==> config.mk <==
export PLATFORM = sky130hd
export DESIGN_NAME = spi_master
export DESIGN_NICKNAME = d
export VERILOG_FILES = /design/src/rtl/spi_master.sv
export SDC_FILE = /design/constraint.sdc
export NUM_CORES = 1
export LEC_CHECK = 0
export CORE_MARGIN = 8
export CORE_UTILIZATION = 24
export CTS_CLUSTER_DIAMETER = 150
export CTS_CLUSTER_SIZE = 20
export DETAILED_ROUTE_END_ITERATION = 7
export SLEW_MARGIN = 25
export SYNTH_ARGS = -nofsm -noshare
export SYNTH_HDL_FRONTEND = slang
export SYNTH_SLANG_ARGS = --single-unit
==> constraint.sdc <==
create_clock -name clk -period 1.9 [get_ports clk]
set_clock_uncertainty 0.15 [all_clocks]
set_input_delay 0.38 -clock clk [delete_from_list [all_inputs] [get_ports clk]]
set_output_delay 0.38 -clock clk [all_outputs]
set_load 0.02 [all_outputs]
==> src/rtl/spi_master.sv <==
// Memory-mapped SPI master (mode 0, 8-bit frames, MSB first) on the picorv32 native bus.
// DATA/STATUS/CTRL registers at word offsets 0/1/2; bus outputs are zero when not acknowledging.
module spi_master #(
  parameter logic [7:0] DEFAULT_DIV = 8'd4
) (
  input  logic        clk,
  input  logic        resetn,
  input  logic        enable,
  input  logic        mem_valid,
  output logic        mem_ready,
  input  logic        mem_instr,
  input  logic [3:0]  mem_wstrb,
  input  logic [31:0] mem_wdata,
  input  logic [31:0] mem_addr,
  output logic [31:0] mem_rdata,
  output logic        spi_sck_o,
  output logic        spi_mosi_o,
  input  logic        spi_miso_i,
  output logic        spi_cs_n_o
);

  typedef enum logic [1:0] {IDLE, LOW, HIGH} state_t;

  state_t      state, state_next;
  logic [7:0]  tx_shift, rx_shift, rx_data;
  logic [7:0]  div, div_cnt;
  logic [2:0]  bit_cnt;
  logic        done, cs, sck;
  logic        access, is_write, busy, start, div_zero;
  logic        rise, advance, finish;
  logic [1:0]  reg_sel;
  logic [31:0] rdata_next;
  logic        unused_ok;

  // Handshake: one ready pulse per access because a pending ready blocks re-acceptance.
  assign access   = enable && mem_valid && !mem_ready;
  assign is_write = |mem_wstrb;
  assign reg_sel  = mem_addr[3:2];
  assign busy     = (state != IDLE);
  assign start    = access && is_write && mem_wstrb[0] && (reg_sel == 2'd0) && !busy;
  assign div_zero = (div_cnt == 8'd0);

  assign spi_sck_o  = sck;
  assign spi_mosi_o = tx_shift[7];
  assign spi_cs_n_o = ~cs;

  assign unused_ok = ^{mem_instr, mem_addr[31:4], mem_addr[1:0], mem_wdata[31:16]};

  always_comb begin
    state_next = state;
    rise       = 1'b0;
    advance    = 1'b0;
    finish     = 1'b0;
    case (state)
      IDLE: if (start) state_next = LOW;
      LOW: begin
        if (div_zero) begin
          state_next = HIGH;
          rise       = 1'b1;
        end
      end
      HIGH: begin
        if (div_zero) begin
          if (bit_cnt == 3'd7) begin
            state_next = IDLE;
            finish     = 1'b1;
          end else begin
            state_next = LOW;
            advance    = 1'b1;
          end
        end
      end
      default: state_next = IDLE;
    endcase
  end

  always_comb begin
    rdata_next = 32'h0;
    if (!is_write) begin
      case (reg_sel)
        2'd0:    rdata_next = {24'h0, rx_data};
        2'd1:    rdata_next = {30'h0, done, busy};
        2'd2:    rdata_next = {16'h0, div, 7'h0, cs};
        default: rdata_next = 32'h0;
      endcase
    end
  end

  always_ff @(posedge clk) begin
    if (!resetn) state <= IDLE;
    else         state <= state_next;
  end

  always_ff @(posedge clk) begin
    if (!resetn) begin
      mem_ready <= 1'b0;
      mem_rdata <= 32'h0;
      tx_shift  <= 8'h0;
      rx_shift  <= 8'h0;
      rx_data   <= 8'h0;
      div       <= DEFAULT_DIV;
      div_cnt   <= 8'h0;
      bit_cnt   <= 3'd0;
      done      <= 1'b0;
      cs        <= 1'b0;
      sck       <= 1'b0;
    end else begin
      mem_ready <= access;
      mem_rdata <= access ? rdata_next : 32'h0;
      if (access && !is_write && reg_sel == 2'd0) done <= 1'b0;
      if (access && reg_sel == 2'd2) begin
        if (mem_wstrb[0]) cs  <= mem_wdata[0];
        if (mem_wstrb[1]) div <= mem_wdata[15:8];
      end
      // Reloads read the current DIV, so a CTRL write lands on the next half-period.
      if (start) begin
        tx_shift <= mem_wdata[7:0];
        bit_cnt  <= 3'd0;
        div_cnt  <= div;
      end else if (rise) begin
        sck      <= 1'b1;
        rx_shift <= {rx_shift[6:0], spi_miso_i};
        div_cnt  <= div;
      end else if (advance) begin
        sck      <= 1'b0;
        tx_shift <= {tx_shift[6:0], 1'b0};
        bit_cnt  <= bit_cnt + 3'd1;
        div_cnt  <= div;
      end else if (finish) begin
        sck      <= 1'b0;
        rx_data  <= rx_shift;
        done     <= 1'b1;  // after the read-clear above, so completion wins a tie
      end else if (busy) begin
        div_cnt  <= div_cnt - 8'd1;
      end
    end
  end

endmodule

==> summary.md <==
The number of synthesized flops with an enable pin is 0, and the summed negative setup slack over all endpoints is -0.463 ns. In the synthesized netlist, the number of instances is 313. Setup violations remaining at the end of the flow were counted as 8. After detailed placement, the design holds a cell count of 530. The total wire length was 7.53 mm; the final cycle utilization of the critical path was 107%. The Yosys step of the flow raised 0 warnings.

The run gives 27 as the largest net degree at the start of global routing. Setup repair after global routing could not meet its margin everywhere. The logs give 0 for the number of antenna violations at the first check in global routing and 3 for the maximum level of the CTS H-tree. The maximum count of clock buffers along a single path was 2.

The main flop type after synthesis is sky130_fd_sc_hd__dfxtp_1. The final number of hold-violating endpoints came out at 0. The number of slew-limit violations in the final report was 0; the die boundary height was 124 µm. The flow ran to the end, but the final reports show violations.

Of the cells placed in the final design, the portion with a size suffix greater than 1 is 29.3%. After floorplanning, the core was divided into 39 placement rows. The sort of element at the start of the critical path was a register.

110 I/O pins were placed. From left edge to right edge, the die measures 124 µm. Endpoint class of the critical path: a register. Summed over all cells, the static leakage comes to 1.75 nW.

In the final routed layout, each cell accounts on average for 13.5 µm. Clock-pin slew reported for the worst setup and hold paths after clock tree synthesis: 0.06 ns. For the number of violations of the max-capacitance limit, the log shows 0. For this design, the sink count on the clock tree is 65.

The minimum setup slack after placement is -0.397 ns. Summing all placed instances gives a cell area of 3650 µm². Detailed placement ended at an HPWL of 5.18 mm. The total overflow left after global routing is 0.

The die covers 15300 µm². Across all register-to-register paths, the minimum setup slack is -0.14 ns. The overall power after layout was 4.02 mW; the mean instance size in the synthesized netlist was 8.87 µm². The type of the worst min-delay path was register to register. In this run the worst path has a maximum fanout of 7. Arrival time of data at the critical path endpoint: 2.12 ns. After detailed routing, the number of vias per cell comes to 4.44.

The layout-stage area growth over the synthesis result was 56.6%; the total via count after detailed routing was 2484. The checks that failed: negative setup slack. At the end of the flow, the number of nets in the layout was 489. The repair_antennas step left the layout with diodes totalling 0. Share of synthesized flip-flops with an asynchronous set or reset: 0%.

In this run the standard cell core region covers 11400 µm². The tools report the setup slack after layout as -0.141 ns. The critical path goes through inv_2, ha_4, nor4b_4, buf_4, nand3_4, a21oi_4, or2_4, or4_4, o311ai_2. Clock tree synthesis inserted a total of 9 buffers. For the first-pass GRT wire length, the log shows 11.6 mm. The pre-antenna-repair detailed-routing pass consisted of 4 iterations. The count of cell types in the netlist came out at 48. For this design, the slowest cell found on the critical path is sky130_fd_sc_hd__or4_4. STA puts the critical path data required time at 1.98 ns. Derived from the worst setup path, the maximum achievable clock frequency is 490 MHz.

The routed design could run at a clock period as short as 2.04 ns. The worst-case IR drop observed on VDD is 0.624 mV. Synthesis inferred 65 register bits.

Clock network latency to the later pin of the worst-skew pair: 0.34 ns. The number of global-route vias before repair was 2421; the routability congestion estimate from global placement was 0.863. The worst setup path is of the register to register kind.

Once layout is complete, the cells apart from fillers number 559. TritonCTS built the clock tree. The area of the mapped netlist is 2780 µm². Clock tree synthesis selected as its root buffer the cell sky130_fd_sc_hd__clkbuf_16.

The starting DRC count in detailed routing came out at 158. The post-route standard cell area excluding fillers came out at 4350 µm². The largest single stage delay on the critical path is 0.42 ns. The count of input and output buffers was 46; the power density relative to cell area was 923 nW/µm². After detailed routing, the number of remaining DRC violations is 0. For this configuration, the core starts out at a cell density of 24.4%. For this run, the register share of the synthesized area comes to 46.8%. In the global route stage, overall resource usage came out at 9.66%. The detail route stage leaves a number of antenna-violating nets equal to 0.
[stage by stage]
| stage | hold slack, ns | util (%) |
|---|---|---|
| 2_1_floorplan | 0.280 | - |
| 3_3_place_gp | 0.291 | 32.1 |
| 3_5_place_dp | 0.287 | 32.1 |
| 4_1_cts | 0.300 | 36.2 |
| 5_1_grt | 0.333 | 38.3 |
| 6_report | 0.302 | 38.3 |
[where the power goes]
group | internal [mW] | total (mW) | switching (mW)
combinational | 0.266 | 0.528 | 0.262
sequential | 1.39 | 1.41 | 0.0192
clock | 1.45 | 2.08 | 0.627
[sequential cells by signal (all words and copies together), names as in the netlist]
register   cells
rx_shift       8
mem_rdata     16
tx_shift       8
mem_ready      1
cs             1
div            8
div_cnt        8
spi_sck_o      1
state          2
bit_cnt        3
done           1
rx_data        8
[cell families (layout without fill, tap and decap cells)]
| logic type | Yosys count | count (layout) | synth area share (%) |
|---|---|---|---|
| AO/OA/AOI/OAI | 49 | 49 | 12.1 |
| other | 1 | 16 | 0.135 |
| XOR/XNOR | 1 | 1 | 0.315 |
| multiplexers | 19 | 19 | 6.85 |
| adder cells (fa/ha/maj) | 4 | 4 | 1.80 |
| AND/OR/NAND/NOR | 136 | 137 | 24.1 |
| flip-flops | 65 | 65 | 46.8 |
| buffers and inverters | 38 | 125 | 7.79 |
[area by class of cell]
class | instances | area [µm²]
clock buffer | 10 | 239
multi-input combinational | 226 | 1510
sequential | 65 | 1310
clock inverter | 6 | 136
timing repair buffer | 102 | 955
fill | 1151 | 7020
inverter | 7 | 26.3
tap | 143 | 179
[worst max-delay path: cells and delay by family (launching register included)]
kind,cells,cell delay (ns)
AO/OA/AOI/OAI,2,0.16
adder cells (fa/ha/maj),1,0.14
buffers and inverters,2,0.20
flip-flops,1,0.34
AND/OR/NAND/NOR,4,0.96
[path summary, 6_finish.rpt]
check	to	cells after the start	from
min reg2reg	mem_rdata[5]$_SDFF_PP0_	1	rx_data[5]$_SDFFE_PN0P_
max reg2reg	div_cnt[1]$_SDFFE_PN0P_	9	div_cnt[1]$_SDFFE_PN0P_
min	mem_rdata[5]$_SDFF_PP0_	1	rx_data[5]$_SDFFE_PN0P_
max	div_cnt[1]$_SDFFE_PN0P_	9	div_cnt[1]$_SDFFE_PN0P_
[synthesized netlist by cell type (2+ instances only)]
library cell,instances,area (µm²)
sky130_fd_sc_hd__nor2_1,35,131
sky130_fd_sc_hd__buf_4,18,135
sky130_fd_sc_hd__nand3_1,8,40.0
sky130_fd_sc_hd__nand4_1,6,37.5
sky130_fd_sc_hd__dfxtp_1,65,1300
sky130_fd_sc_hd__nand2b_1,2,12.5
sky130_fd_sc_hd__mux2i_1,19,190
sky130_fd_sc_hd__a32o_1,2,20.0
sky130_fd_sc_hd__clkbuf_1,8,30.0
sky130_fd_sc_hd__nor4_1,3,18.8
sky130_fd_sc_hd__a32oi_1,2,17.5
sky130_fd_sc_hd__or3_1,2,12.5
sky130_fd_sc_hd__a311oi_1,7,61.3
sky130_fd_sc_hd__o221ai_1,2,17.5
sky130_fd_sc_hd__buf_2,5,25.0
sky130_fd_sc_hd__nand2_1,44,165
sky130_fd_sc_hd__ha_1,4,50.1
sky130_fd_sc_hd__a21oi_1,19,95.1
sky130_fd_sc_hd__nor2b_1,4,25.0
sky130_fd_sc_hd__inv_1,7,26.3
sky130_fd_sc_hd__o21ai_0,5,25.0
sky130_fd_sc_hd__and2_1,16,100
sky130_fd_sc_hd__nor3_1,4,20.0
sky130_fd_sc_hd__and3_1,2,12.5
[repair_timing]
| item | CTS | global route |
|---|---|---|
| setup buffers | 6 | 5 |
| gates resized for setup | 13 | 43 |
| hold buffers | 0 | 0 |
| pin swaps | 2 | 20 |
| endpoints found under the setup margin | 27 | 38 |
| gates cloned | 0 | 2 |
| hold endpoints to repair | 0 | 0 |
[metal layers]
layer / vias to the layer above / wire, µm / track usage, %
met3: 10 / 479 / 3.58
met4: 0 / 143 / 4.74
met1: 1174 / 3500 / 11.5
li1: 1244 / - / -
met5: - / 0 / 0
met2: 56 / 3410 / 15.1
[cell usage in the layout (no fill, tap or decap), types with 2 or more instances in the layout]
| cell | synthesis | final |
|---|---|---|
| sky130_fd_sc_hd__dfxtp_1 | 65 | 62 |
| sky130_fd_sc_hd__buf_4 | 18 | 45 |
| sky130_fd_sc_hd__clkdlybuf4s50_1 | 0 | 44 |
| sky130_fd_sc_hd__nand2_1 | 44 | 36 |
| sky130_fd_sc_hd__nor2_1 | 35 | 32 |
| sky130_fd_sc_hd__mux2i_1 | 19 | 19 |
| sky130_fd_sc_hd__conb_1 | 1 | 16 |
| sky130_fd_sc_hd__a21oi_1 | 19 | 15 |
| sky130_fd_sc_hd__and2_1 | 16 | 15 |
| sky130_fd_sc_hd__clkbuf_16 | 0 | 10 |
| sky130_fd_sc_hd__nand2_2 | 1 | 9 |
| sky130_fd_sc_hd__nand3_1 | 8 | 8 |
| sky130_fd_sc_hd__buf_6 | 0 | 7 |
| sky130_fd_sc_hd__nand4_1 | 6 | 6 |
| sky130_fd_sc_hd__inv_1 | 7 | 5 |
| sky130_fd_sc_hd__a21oi_2 | 1 | 4 |
| sky130_fd_sc_hd__a311oi_1 | 7 | 4 |
| sky130_fd_sc_hd__bufinv_16 | 0 | 4 |
| sky130_fd_sc_hd__nor2b_1 | 4 | 3 |
| sky130_fd_sc_hd__nor2_2 | 0 | 3 |
| sky130_fd_sc_hd__or2_4 | 0 | 3 |
| sky130_fd_sc_hd__o21ai_0 | 5 | 3 |
| sky130_fd_sc_hd__a311oi_2 | 0 | 3 |
| sky130_fd_sc_hd__nor3_1 | 4 | 3 |
| sky130_fd_sc_hd__dfxtp_2 | 0 | 3 |
| sky130_fd_sc_hd__inv_2 | 0 | 2 |
| sky130_fd_sc_hd__nor3_2 | 1 | 2 |
| sky130_fd_sc_hd__nand2b_1 | 2 | 2 |
| sky130_fd_sc_hd__nor4_1 | 3 | 2 |
| sky130_fd_sc_hd__a32o_2 | 0 | 2 |
| sky130_fd_sc_hd__and3_1 | 2 | 2 |
| sky130_fd_sc_hd__o221ai_1 | 2 | 2 |
| sky130_fd_sc_hd__o21ai_1 | 1 | 2 |
| sky130_fd_sc_hd__ha_1 | 4 | 2 |
| sky130_fd_sc_hd__dlygate4sd2_1 | 0 | 2 |
| sky130_fd_sc_hd__buf_12 | 0 | 2 |
Power figures use the tool's default switching activity.
